===== src/rtl/filter_scheduler_if.sv =====
// Event port of the filter scheduler: one output transition per valid/ready handshake.
interface filter_scheduler_if #(
    parameter int CH_W = 2
);
    logic            evt_valid;
    logic            evt_ready;
    logic [CH_W-1:0] evt_ch;
    logic            evt_rise;

    modport master (
        output evt_valid,
        output evt_ch,
        output evt_rise,
        input  evt_ready
    );

    modport slave (
        input  evt_valid,
        input  evt_ch,
        input  evt_rise,
        output evt_ready
    );
endinterface


===== src/rtl/filter_scheduler.sv =====
// Time-multiplexed glitch filter: one shared history/JK decision unit scans N_CH
// synchronized channels round-robin and reports each output transition as an event.
module filter_scheduler #(
    parameter int N_CH  = 4,
    parameter int DEPTH = 3,
    parameter int DIV   = 8
) (
    input  logic                   clock,
    input  logic                   reset,
    input  logic                   enable,
    input  logic [N_CH-1:0]        sig_in,
    output logic [N_CH-1:0]        sig_out,
    output logic                   busy,
    filter_scheduler_if.master     evt
);
    localparam int CH_W = (N_CH > 1) ? $clog2(N_CH) : 1;
    localparam int PW   = (DIV > 1) ? $clog2(DIV) : 1;
    localparam logic [PW-1:0]   PRESC_LAST = PW'(DIV - 1);
    localparam logic [CH_W-1:0] IDX_LAST   = CH_W'(N_CH - 1);

    typedef enum logic [1:0] {
        ST_IDLE = 2'd0,
        ST_WAIT = 2'd1,
        ST_SCAN = 2'd2
    } state_t;

    state_t            r_state;
    state_t            w_state_nxt;
    logic [PW-1:0]     r_presc;
    logic [PW-1:0]     w_presc_nxt;
    logic [CH_W-1:0]   r_idx;
    logic [CH_W-1:0]   w_idx_nxt;

    logic [N_CH-1:0]   r_sync1;
    logic [N_CH-1:0]   r_sync2;
    logic [N_CH-1:0]   r_sig_out;
    logic [DEPTH-1:0]  r_hist [N_CH];

    logic              r_evt_valid;
    logic [CH_W-1:0]   r_evt_ch;
    logic              r_evt_rise;

    logic              w_slot_free;
    logic              w_process;
    logic              w_s_cur;
    logic              w_out_cur;
    logic [DEPTH-1:0]  w_hist_cur;
    logic [DEPTH-1:0]  w_new_h;
    logic              w_j;
    logic              w_k;
    logic              w_post;

    assign w_slot_free = ~r_evt_valid | evt.evt_ready;

    // Shared decision unit looks at the channel currently pointed to by the scan index.
    assign w_s_cur    = r_sync2[r_idx];
    assign w_out_cur  = r_sig_out[r_idx];
    assign w_hist_cur = r_hist[r_idx];
    assign w_new_h    = DEPTH'({w_hist_cur, w_s_cur});
    assign w_j        = &w_new_h;
    assign w_k        = ~|w_new_h;
    assign w_post     = w_process & ((w_j & ~w_out_cur) | (w_k & w_out_cur));

    // FSM state, prescaler and scan index registers.
    always_ff @(posedge clock) begin
        if (reset) begin
            r_state <= ST_IDLE;
            r_presc <= '0;
            r_idx   <= '0;
        end else begin
            r_state <= w_state_nxt;
            r_presc <= w_presc_nxt;
            r_idx   <= w_idx_nxt;
        end
    end

    // Next-state logic; dropping enable abandons the channel in progress.
    always_comb begin
        w_state_nxt = r_state;
        w_presc_nxt = r_presc;
        w_idx_nxt   = r_idx;
        w_process   = 1'b0;
        case (r_state)
            ST_IDLE: begin
                if (enable) begin
                    w_state_nxt = ST_WAIT;
                    w_presc_nxt = '0;
                    w_idx_nxt   = '0;
                end else begin
                    w_state_nxt = ST_IDLE;
                end
            end
            ST_WAIT: begin
                if (!enable) begin
                    w_state_nxt = ST_IDLE;
                end else if (r_presc == PRESC_LAST) begin
                    w_state_nxt = ST_SCAN;
                    w_presc_nxt = '0;
                    w_idx_nxt   = '0;
                end else begin
                    w_presc_nxt = r_presc + PW'(1);
                end
            end
            ST_SCAN: begin
                if (!enable) begin
                    w_state_nxt = ST_IDLE;
                end else if (w_slot_free) begin
                    w_process = 1'b1;
                    if (r_idx == IDX_LAST) begin
                        w_state_nxt = ST_WAIT;
                        w_presc_nxt = '0;
                    end else begin
                        w_idx_nxt = r_idx + CH_W'(1);
                    end
                end else begin
                    w_state_nxt = ST_SCAN;
                end
            end
            default: begin
                w_state_nxt = ST_IDLE;
                w_presc_nxt = '0;
                w_idx_nxt   = '0;
            end
        endcase
    end

    // Synchronizers, per-channel history and filtered outputs.
    always_ff @(posedge clock) begin
        if (reset) begin
            r_sync1   <= '0;
            r_sync2   <= '0;
            r_sig_out <= '0;
            for (int i = 0; i < N_CH; i++) begin
                r_hist[i] <= '0;
            end
        end else begin
            r_sync1 <= sig_in;
            r_sync2 <= r_sync1;
            if (w_process) begin
                r_hist[r_idx] <= w_new_h;
            end
            if (w_post) begin
                r_sig_out[r_idx] <= ~w_out_cur;
            end
        end
    end

    // Single-entry event slot; a post on the accepting edge reloads without a gap.
    always_ff @(posedge clock) begin
        if (reset) begin
            r_evt_valid <= 1'b0;
            r_evt_ch    <= '0;
            r_evt_rise  <= 1'b0;
        end else if (w_post) begin
            r_evt_valid <= 1'b1;
            r_evt_ch    <= r_idx;
            r_evt_rise  <= ~w_out_cur;
        end else if (r_evt_valid && evt.evt_ready) begin
            r_evt_valid <= 1'b0;
        end
    end

    assign sig_out       = r_sig_out;
    assign busy          = (r_state == ST_SCAN);
    assign evt.evt_valid = r_evt_valid;
    assign evt.evt_ch    = r_evt_ch;
    assign evt.evt_rise  = r_evt_rise;
endmodule

===== src/flat_wrapper.sv =====
// flat-port wrapper written by rule: the top's interface ports become plain ports
module filter_scheduler_flat 
#(
    parameter int N_CH  = 4,
    parameter int DEPTH = 3,
    parameter int DIV   = 8
)
  (clock, reset, enable, sig_in, sig_out, busy, evt_evt_valid, evt_evt_ch, evt_evt_rise, evt_evt_ready);
  filter_scheduler_if evt_i ();
  input  logic clock;
  input  logic reset;
  input  logic enable;
  input  logic [N_CH-1:0] sig_in;
  output logic [N_CH-1:0] sig_out;
  output logic busy;
  output wire logic [$bits(evt_i.evt_valid)-1:0] evt_evt_valid;
  output wire logic [$bits(evt_i.evt_ch)-1:0] evt_evt_ch;
  output wire logic [$bits(evt_i.evt_rise)-1:0] evt_evt_rise;
  input wire logic [$bits(evt_i.evt_ready)-1:0] evt_evt_ready;
  assign evt_evt_valid = evt_i.evt_valid;
  assign evt_evt_ch = evt_i.evt_ch;
  assign evt_evt_rise = evt_i.evt_rise;
  assign evt_i.evt_ready = evt_evt_ready;
  filter_scheduler #(.N_CH(N_CH), .DEPTH(DEPTH), .DIV(DIV)) u_core (.clock(clock), .reset(reset), .enable(enable), .sig_in(sig_in), .sig_out(sig_out), .busy(busy), .evt(evt_i));
endmodule

===== config.mk =====
export PLATFORM = sky130hd
export DESIGN_NAME = filter_scheduler_flat
export DESIGN_NICKNAME = d
export VERILOG_FILES = /design/src/rtl/filter_scheduler_if.sv /design/src/rtl/filter_scheduler.sv /design/src/flat_wrapper.sv
export SDC_FILE = /design/constraint.sdc
export NUM_CORES = 1
export LEC_CHECK = 0
export ABC_CLOCK_PERIOD_IN_PS = 3000
export CORE_MARGIN = 4
export CORE_UTILIZATION = 45
export CTS_BUF_LIST = sky130_fd_sc_hd__clkbuf_4 sky130_fd_sc_hd__clkbuf_8
export CTS_CLUSTER_DIAMETER = 120
export DETAILED_ROUTE_END_ITERATION = 16
export HOLD_SLACK_MARGIN = 0.03
export PLACE_DENSITY = 0.68
export RECOVER_POWER = 25
export SKIP_CTS_REPAIR_TIMING = 1
export SYNTH_ARGS = -nofsm -noshare
export SYNTH_HDL_FRONTEND = slang
export SYNTH_SLANG_ARGS = --single-unit

===== constraint.sdc =====
create_clock -name clock -period 3 [get_ports clock]
set_input_delay 0.3 -clock clock [delete_from_list [all_inputs] [get_ports clock]]
set_output_delay 0.3 -clock clock [all_outputs]
set_load 0.01 [all_outputs]

==> flow_summary.yaml, run 1 <==
outcome:
  status: "finished clean"
floorplan:
  coreArea_um2: 3080
  chipHeight_um: 64.7
  dieArea_um2: 4190
  io-pin-count: 17
  die_width_um: 64.7
  rows: 20
  start_util: 0.471
clock_tree:
  cts_root_buf: "clkbuf_4"
  clk_latency_ns: 0.33
  cts_tree: "done"
  cts_htree_levels: 2
  cts.sinks: 33
  clk_pin_slew_ns: 0.10
  cts_buffer_depth: 2
  cts_buffers: 5
critical_path:
  timing.rr.end: "u_core.evt.evt_ch[1]"
  r2r_slack_ns: 0.69
  worst_ep_required_time_ns: 3.18
  cp_cell_sequence: "mux4_2, or4b_4, a21oi_4, mux2i_1, nor2_1"
  crit_path_end_kind: "register"
  path_delay_family: "multiplexers"
  cp.arrival_ns: 2.49
  endpoint: "u_core.evt.evt_ch[1]"
  criticalPathCategory: "register to register"
  path_buf_inv: 0
  crit_path_max_incr_delay_ns: 0.57
  worst_r2r_startpoint: "u_core.r_idx[1]"
  worst_path_max_delay_cell: "or4b_4"
  worst-path-stages: 5
  worst-r2r-cell-count: 5
  crit_path_start_kind: "register"
  crit_start: "u_core.r_idx[1]"
  path_max_fanout: 10
logic_synthesis:
  synth_top_flop_cell: "dfxtp_1"
  avgSynthCellArea_um2: 11.0
  synth_cell_types: 30
  async_flop_share: 0
  synth_area_leaders: "dfxtp_1, edfxtp_1, mux4_2, ha_1, nor2b_1"
  yosysTopAreaCellShare: 0.345
  synth-seq-cells: 33
  synth_area_leader_cell: "dfxtp_1"
  syn_inst: 132
  synth_area_um2: 1450
  synth-edff-count: 8
  ys_warn_count: 0
  synthesis.nets: 146
  seq_area_frac_synth: 0.511
place:
  port_buffers: 16
  dp_hpwl_um: 1970
  dp_cells: 187
  gp_congestion: 0.874
  dp_worst_setup_slack_ns: 0.720
sta:
  hold_viol: 0
  fmax_mhz: 433
  final_max_slew_viol_count: 0
  rsz0062_at_grt: "false"
  fin_setup_tns_ns: 0
  tightest_slew_ns: 1.15
  maxSlewHeadroom: 0.236
  setup_violations: 0
  finalCritPeriodShare: 0.769
  min_period_ns: 2.31
  fin_ws_ns: 0.693
  fin_skew_ns: 0.00855
layout:
  final_common_cell: "dfxtp_1"
  drive_above_1_share: 0.146
  final_cell_mix: "dfxtp_1, a21oi_1, nor2b_1, clkdlybuf4s50_1"
  diodes: 0
  final_nets: 164
  area_delta_synth_final_pct: 18.0
  nFillCells: 268
  fin_cells: 195
grt:
  grt_usage: 0.156
  grt_pass1_wl_um: 4940
  grt_pass1_vias: 1058
  grt_antenna_before_repair: 0
  grt_max_degree: 26
  grt_overflow: 0
detailed_routing:
  drt_iter0_drc: 44
  num_vias: 1003
  wl_per_cell_um: 14.3
  first_pass_iters: 4
  drtAntennaViolNets: 0
  drc_errors: 0
  via_per_inst: 5.14
  wirelength_um: 2780
pwr:
  power.leakage_nw: 0.604
  p_per_area_nw_per_um2: 442
  vdd_ir_drop_max_v: 0.000316
flow_run:
  cap_violations: 0
hold_path:
  worstHoldPathType: "register to register"
logic make-up after synthesis:
kind of cell | share of synthesized area
adder cells (fa/ha/maj) | 0.0518
flip-flops | 0.511
AO/OA/AOI/OAI | 0.130
buffers and inverters | 0.0259
multiplexers | 0.0760
AND/OR/NAND/NOR | 0.206
per-layer routing:
layer  vias up  routed length [µm]  global-route usage
met5         -                   0                   0
met4         0                  50              0.0607
met3         5                 116              0.0520
met2        23                1400               0.262
met1       471                1220               0.182
li1        504                   -                   -
worst min-delay path by stage:
stage                     slack [ns]                end  depth (start not counted)              start
after floorplan                 0.37  u_core.r_sync1[0]                          1              reset
after global placement          0.42  u_core.r_sync2[3]                          1  u_core.r_sync1[3]
after detailed placement        0.44  u_core.r_sync2[0]                          1  u_core.r_sync1[0]
after CTS                       0.45  u_core.r_sync2[3]                          1  u_core.r_sync1[3]
after global routing            0.46  u_core.r_sync2[3]                          1  u_core.r_sync1[3]
final                           0.44  u_core.r_sync2[3]                          1  u_core.r_sync1[3]
per-stage QoR:
step           power (mW)  cell area, µm²  hold slack (ns)   util
2_1_floorplan       0.498            1450            0.372      -
3_3_place_gp        0.512            1650            0.422  0.537
3_5_place_dp        0.514            1650            0.437  0.537
4_1_cts             0.769            1710            0.452  0.557
5_1_grt             0.795            1710            0.455  0.555
6_report            0.756            1710            0.441  0.555
state kept, by name (all words and copies together), names as in the netlist, named ones only:
signal	cells
u_core.sig_out	4
u_core.evt.evt_ch	2
u_core.evt.evt_rise	1
u_core.evt.evt_valid	1
u_core.r_hist	8
u_core.r_state	2
u_core.r_sync1	4
u_core.r_sync2	4
u_core.r_idx	2
u_core.r_presc	3
worst register-to-register path, delay by kind of cell, from the launching register on:
family | cells | cell delay, ns
muxes | 2 | 0.68
and+or+nand+nor | 2 | 0.63
DFF | 1 | 0.56
AOI/OAI and AO/OA | 1 | 0.29
final cells by class:
type,instances,area (µm²),area share
repair buffers,18,171,0.100
clock inverters,2,8.76,0.00512
clock buffers,6,51.3,0.0300
well taps,44,55.1,0.0322
multi-input cells,89,671,0.392
inverters,3,11.3,0.00659
flip-flops and latches,33,741,0.433
report_power, final:
part	internal (mW)	switching (mW)	total [mW]
logic	0.0175	0.0170	0.0345
registers	0.464	0.00442	0.468
clock network	0.110	0.143	0.253
synth_stat cells (all sizes together) (2+ instances only):
cell type,count
a21oi,14
clkbuf,7
nand2,6
mux2i,2
edfxtp,8
and3,2
or2,2
nand4b,4
nor2b,12
dfxtp,25
and2,4
a211oi,4
inv,3
mux4,4
o21ai,5
nor2,8
nor3,3
or4b,2
ha,6
nand2b,3
No activity file was read; power rests on OpenSTA's default activity.
==> run 2: changes to the inputs <==
--- a/config.mk
+++ b/config.mk
@@ -5,7 +5,7 @@
 export SDC_FILE = /design/constraint.sdc
 export NUM_CORES = 1
 export LEC_CHECK = 0
-export ABC_CLOCK_PERIOD_IN_PS = 3000
+export ABC_CLOCK_PERIOD_IN_PS = 2400
 export CORE_MARGIN = 4
 export CORE_UTILIZATION = 45
 export CTS_BUF_LIST = sky130_fd_sc_hd__clkbuf_4 sky130_fd_sc_hd__clkbuf_8
==> constraint.sdc (replaced) <==
create_clock -name clock -period 2.4 [get_ports clock]
set_input_delay 0.24 -clock clock [delete_from_list [all_inputs] [get_ports clock]]
set_output_delay 0.24 -clock clock [all_outputs]
set_load 0.01 [all_outputs]
==> run 2 against run 1 <==
Critical path depth unchanged. Final cell count up 2.1%. Sequential power up 25%. Clock power up 25%. Global-route usage down 0.77 points. Via count up 1.5%. Critical endpoint is now u_core.sig_out[2].
==> flow_summary.yaml, run 2 (same netlist as run 1, synthesis figures left out) <==
floorplan:
  dieArea_um2: 4190
  coreArea_um2: 3080
  io-pin-count: 17
  rows: 20
  chipHeight_um: 64.7
  start_util: 0.471
  die_width_um: 64.7
sta:
  fin_skew_ns: 0.00902
  rsz0062_at_grt: "false"
  maxSlewHeadroom: 0.787
  tightest_slew_ns: 0.319
  finalCritPeriodShare: 0.944
  hold_viol: 0
  fmax_mhz: 442
  final_max_slew_viol_count: 0
  min_period_ns: 2.26
  fin_setup_tns_ns: 0
  setup_violations: 0
layout:
  regMostFlops: "u_core.r_hist"
  diodes: 0
  final_cell_mix: "dfxtp_1, a21oi_1, nor2b_1, clkdlybuf4s50_1"
  drive_above_1_share: 0.174
  fin_cells: 199
  multi_input_area_um2: 671
  final_common_cell: "dfxtp_1"
  area_delta_synth_final_pct: 20.3
  seqCellArea_um2: 741
  final_nets: 168
  fin_area_um2: 1740
  post-route-util: 0.566
  nFillCells: 271
  largest_reg_flops: 8
detailed_routing:
  wirelength_um: 2720
  wl_per_cell_um: 13.7
  num_vias: 1018
  first_pass_iters: 4
  via_per_inst: 5.12
  drt_iter0_drc: 37
  drtAntennaViolNets: 0
  drc_errors: 0
clock_tree:
  cts_tree: "done"
  cts_htree_levels: 2
  clk_latency_ns: 0.32
  cts_buffer_depth: 2
  cts.sinks: 33
  clk_pin_slew_ns: 0.10
  cts_root_buf: "clkbuf_4"
  cts_buffers: 5
critical_path:
  path_delay_family: "compound AO/OA/AOI/OAI gates"
  crit_path_start_kind: "register"
  criticalPathCategory: "register to register"
  cp.arrival_ns: 2.51
  worst_ep_required_time_ns: 2.64
  crit_path_end_kind: "register"
  worst_path_max_delay_cell: "or4b_4"
  path_buf_inv: 0
  path_max_fanout: 8
  crit_path_max_incr_delay_ns: 0.59
  cp_cell_sequence: "mux4_2, or4b_4, a21oi_4, a21oi_1, a211oi_2"
outcome:
  status: "finished clean"
place:
  gp_congestion: 0.721
  dp_hpwl_um: 1960
  dp_cells: 191
  port_buffers: 16
  place_area_um2: 1680
grt:
  grt_overflow: 0
  grt_usage: 0.148
  grt_max_degree: 25
  grt_antenna_before_repair: 0
  grt_pass1_vias: 1062
  grt_pass1_wl_um: 4730
pwr:
  power_mw: 0.946
  vdd_ir_drop_max_v: 0.000313
  power.leakage_nw: 0.629
  p_per_area_nw_per_um2: 543
hold_path:
  worstHoldPathType: "register to register"
flow_run:
  cap_violations: 0
-- run 2: cell count changes in the layout (fill, tap and decap cells not counted) --
cell / change
buf_4: +5
clkbuf_1: -1
-- run 2: metrics by stage --
step,worst slack [ns],hold WS [ns]
3_3_place_gp,0.233,0.419
6_report,0.136,0.447
2_1_floorplan,0.266,0.312
5_1_grt,0.0217,0.450
4_1_cts,0.128,0.446
3_5_place_dp,0.153,0.429
-- run 2: path summary, 6_finish.rpt --
kind	start	endpoint	slack [ns]	cells after the start
worst min register to register	u_core.r_sync1[2]	u_core.r_sync2[2]	0.45	1
worst min-delay path	u_core.r_sync1[2]	u_core.r_sync2[2]	0.45	1
worst max-delay path	register	u_core.sig_out[2]	0.14	5
worst max register to register	register	u_core.sig_out[2]	0.14	5
-- run 2: routing by layer --
metal  track usage  part of all wire  up-vias
met5             0                 0        -
met4        0.0528            0.0066        0
met3        0.0572             0.030        2
met2         0.244              0.49       13
met1         0.175              0.48      489
li1              -                 -      514
-- run 2: layout make-up --
| type | instances | share of cell area |
|---|---|---|
| clock buffers | 6 | 0.0294 |
| flip-flops and latches | 33 | 0.425 |
| well taps | 44 | 0.0316 |
| clock inverters | 2 | 0.00503 |
| inverters | 3 | 0.00646 |
| multi-input cells | 89 | 0.385 |
| repair buffers | 22 | 0.118 |
-- run 2: report_power, final --
part	internal [mW]	switching (mW)	leakage, nW	total [mW]
sequential	0.580	0.00539	0.286	0.585
combinational	0.0235	0.0215	0.307	0.0450
clock	0.138	0.178	0.0357	0.316
total	0.741	0.205	0.629	0.946
